[config.mk]
export PLATFORM = sky130hd
export DESIGN_NAME = axi4_len_fifo
export DESIGN_NICKNAME = d
export VERILOG_FILES = /design/src/rtl/axi4_burst_checker_len_fifo.sv
export SDC_FILE = /design/constraint.sdc
export NUM_CORES = 1
export LEC_CHECK = 0
export ABC_CLOCK_PERIOD_IN_PS = 2800
export BUFFER_PORTS_ARGS = -buffer_cell sky130_fd_sc_hd__buf_2
export CORE_MARGIN = 1.5
export CORE_UTILIZATION = 50
export DETAILED_ROUTE_END_ITERATION = 6
export PLACE_DENSITY = 0.71
export SETUP_SLACK_MARGIN = 0.3
export SLEW_MARGIN = 0
export SYNTH_ARGS = -nofsm -noshare
export SYNTH_HDL_FRONTEND = slang
export SYNTH_SLANG_ARGS = --single-unit
[constraint.sdc]
create_clock -name sys_clk -period 2.8 [get_ports sys_clk]
set_clock_uncertainty 0.15 [all_clocks]
set_input_delay 0.14 -clock sys_clk [delete_from_list [all_inputs] [get_ports sys_clk]]
set_output_delay 0.14 -clock sys_clk [all_outputs]
set_load 0.01 [all_outputs]
[src/rtl/axi4_burst_checker_len_fifo.sv]
// Synchronous FIFO holding AxLEN values of outstanding bursts.
// Ports:
//  sys_clk, sys_rstn : clock, synchronous active-low reset
//  push, din         : write an entry (ignored while full)
//  pop               : drop the head entry (ignored while empty)
//  full, empty       : occupancy flags
//  head              : oldest entry, valid while !empty
module axi4_len_fifo #(
    parameter int W     = 8,
    parameter int DEPTH = 4
) (
    input  logic         sys_clk,
    input  logic         sys_rstn,
    input  logic         push,
    input  logic [W-1:0] din,
    input  logic         pop,
    output logic         full,
    output logic         empty,
    output logic [W-1:0] head
);
    localparam int AW = (DEPTH > 1) ? $clog2(DEPTH) : 1;
    localparam logic [AW:0]   CNT_MAX = (AW+1)'(DEPTH);
    localparam logic [AW-1:0] PTR_MAX = AW'(DEPTH - 1);

    logic [W-1:0]  mem [DEPTH];
    logic [AW-1:0] wptr, rptr;
    logic [AW:0]   cnt;
    logic          do_push, do_pop;

    assign full    = (cnt == CNT_MAX);
    assign empty   = (cnt == '0);
    assign head    = mem[rptr];
    assign do_push = push & ~full;
    assign do_pop  = pop & ~empty;

    always_ff @(posedge sys_clk) begin
        if (!sys_rstn) begin
            wptr <= '0;
            rptr <= '0;
            cnt  <= '0;
        end else begin
            if (do_push) wptr <= (wptr == PTR_MAX) ? '0 : wptr + 1'b1;
            if (do_pop)  rptr <= (rptr == PTR_MAX) ? '0 : rptr + 1'b1;
            case ({do_push, do_pop})
                2'b10:   cnt <= cnt + 1'b1;
                2'b01:   cnt <= cnt - 1'b1;
                default: cnt <= cnt;
            endcase
        end
    end

    // Storage needs no reset: entries are only read behind the count.
    always_ff @(posedge sys_clk) begin
        if (do_push) mem[wptr] <= din;
    end

endmodule

==> flow_summary.toml <==
[timing]
max_slew_margin = 0.590
fin_crit_ps = 2300
finalSetupViolations = 0
worst_pin_slew_ps = 610
timing.final.hold_violations = 0
finalMaxSlewViolations = 0
grt_setup_unrepaired = "no"
achievable-frequency_ghz = 0.434
setup-tns-final_ps = 0
timing.final.crit_share = 0.823
whs_ps = 73.8

[placed_design]
gp_congestion = 0.754
place.port_buffers = 21
placed_cells = 159
dpl.hpwl_um = 1720
placedInstanceArea_um2 = 1790

[pwr]
comb_power_share = 0.256
power.density_nw_per_um2 = 763
power.sequential.fraction = 0.556
power.switching_uw = 433
total_power_uw = 1470
power_internal_uw = 1040
total_leakage_power_uw = 0.000709
power.switching_fraction = 0.294
vdd_drop_max_uv = 401
clkPwrFrac = 0.188

[worst_setup_path]
rrSetupSlack_ps = 500
critical_path.max_stage_delay_ps = 570
critPathArrivalTime_ps = 2410
cp-start-kind = "register"
required_ps = 2910
critical_path_buf_inv_count = 2
critical-path-slowest-cell = "o31ai_1"
crit_family = "compound AO/OA/AOI/OAI gates"
crit_path_max_fanout = 5
worstPathCellList = "o31ai_1 -> inv_1 -> ha_1 -> inv_1 -> fa_1 -> xor2_1 -> or3_1 -> a21boi_0"
critical_path.most_common_cell = "inv_1"
timing.critical_path.to_type = "register"
critPathKind = "reg2reg"

[clocking]
cts_inserted_buffers = 5
numClockSinks = 41
hold_buffers = 9
max-clock-path-buffers = 2
post_cts_buffers = 0
cts_root_buffer = "clkbuf_4"
worstSkewPairLatency_ps = 350
cts_tree = "built"
count_of_instances_resized_after_the_clock_tree_is_built = 0
cts-htree-levels = 2
worst_setup_hold_path_clk_slew_ps = 110

[synth]
post_synth_num_cell_types = 22
synth_flop_cell = "edfxtp_1"
yosysWarningCount = 0
synth_cells = 98
post_synth_net_total = 117
yosys_register_bits = 41
postSynthAreaPerCell_um2 = 16.8
number_of_enable_flip_flop_cells_after_synthesis = 32
netlist_area_um2 = 1640
synth-seq-area-share = 0.694
async_reset_ff_frac = 0

[routing]
wl_met3_um = 130
avgRoutedWirePerCell_um = 14.1
highest-signal-layer = "met4"
drtAntennaViolNets = 0
drt-total-wl_um = 2490
first_iter_violations = 40
via_per_inst = 4.92
drt_first_pass_iters = 4
drcViolationCount = 0
drt-met1-wl_um = 1080
dr_total_vias = 866
route.met2.wl_um = 1220

[cells_and_area]
layout-drive-gt1-share = 0.280
area.growth.synth_to_final_pct = 17.5
finish.cell_count_without_fillers = 176
finalInstanceArea_um2 = 1930
filler_cell_count = 244
finish.net_count = 150
diodes = 0
multiInputGateArea_um2 = 459
final-seq-area_um2 = 1140

[global_route]
grt_start_max_net_pins = 14
globalRouteTotalUtil = 0.163
grt_pass1_vias = 856
grt.overflow.total = 0
global_route_wire_length_before_repair_um = 3950
antenna_found_initial = 0

[die]
die_height_um = 60.3
core_area_um2 = 3080
placement_rows = 20
die-area_um2 = 3640
io_pins = 22
die_w_um = 60.3
initial_core_util = 0.534

[flow_run]
maxCapViolCount = 0

[outcome]
run_status = "finished clean"

[min_path]
hold_path.class = "in2reg"
-- Yosys cell counts, drive strengths merged, types with 2 or more instances --
cell type | instances | area [um2]
and2 | 6 | 37.5
buf | 2 | 10.0
clkbuf | 2 | 7.51
dfxtp | 9 | 180
edfxtp | 32 | 961
ha | 6 | 75.1
inv | 7 | 26.3
mux2i | 2 | 20.0
mux4 | 8 | 180
nand2 | 7 | 26.3
nand3 | 2 | 10.0
nor2 | 2 | 7.51
o21ai | 4 | 20.0
-- worst register-to-register path, stage by stage, from the launching register on --
cell	delay [ps]
dfxtp_1	370
o31ai_1	570
inv_1	100
ha_1	230
inv_1	70
fa_1	170
xor2_1	70
or3_1	300
a21boi_0	200
-- cells by family after synthesis --
logic type | Yosys count | synth area share
XOR/XNOR | 2 | 0.0107
flip-flops | 41 | 0.694
AO/OA/AOI/OAI | 6 | 0.0213
AND/OR/NAND/NOR | 21 | 0.0677
adder cells (fa/ha/maj) | 7 | 0.0578
multiplexers | 10 | 0.122
buffers and inverters | 11 | 0.0266
-- power groups by stage --
| stage | Sequential [uW] | Combinational (uW) | Clock, uW |
|---|---|---|---|
| final | 819 | 378 | 278 |
| after global routing | 837 | 420 | 318 |
| after detailed placement | 837 | 373 | 0 |
| after floorplan | 787 | 299 | 0 |
| after CTS | 824 | 383 | 287 |
| after global placement | 830 | 364 | 0 |
-- placed cells by master, fill, tap and decap left out --
cell type	Yosys	layout
fa_1	1	1
mux4_2	8	8
nor2_1	2	2
nor3b_2	1	1
clkinv_2	0	1
or3_1	1	1
xor2_1	1	1
ha_1	6	6
o31ai_1	1	1
mux2i_1	2	2
a21boi_0	1	1
nand3_1	2	2
nand2_1	7	7
dlygate4sd3_1	0	9
nor2b_1	1	1
dfxtp_1	9	9
inv_1	7	7
and2_1	6	6
clkbuf_4	0	5
edfxtp_1	32	32
o21ai_0	4	4
nor3_1	1	1
buf_2	2	21
xnor2_1	1	1
clkinv_4	0	1
clkinv_1	0	1
-- state kept, by name (all words and copies together) (netlist names), named ones only --
register / flops
mem: 32
rptr: 2
cnt: 3
wptr: 2
-- metal layers --
metal,GRT usage,vias up
met1,0.197,412
met2,0.253,21
met3,0.0704,8
met5,0,-
met4,0.0762,0
li1,-,425
-- layout make-up --
cell class              count  share of cell area
clock buffers               5              0.0194
multi-input cells          46               0.238
clock inverters             3             0.00907
inverters                   7              0.0136
repair buffers             30               0.101
flip-flops and latches     41               0.591
well taps                  44              0.0285
-- path summary, 6_finish.rpt --
check                from  endpoint  cells after the start
setup / recovery   cnt[1]    cnt[2]                      8
hold / removal        pop  register                      3
setup reg to reg   cnt[1]    cnt[2]                      8
hold reg to reg   wptr[1]   wptr[1]                      2
-- through the flow --
stage / worst slack [ps] / utilization
after floorplan: 538 / -
after global placement: 642 / 0.580
after detailed placement: 496 / 0.580
after CTS: 475 / 0.628
after global routing: 341 / 0.628
final: 497 / 0.628
Power figures use the tool's default switching activity.
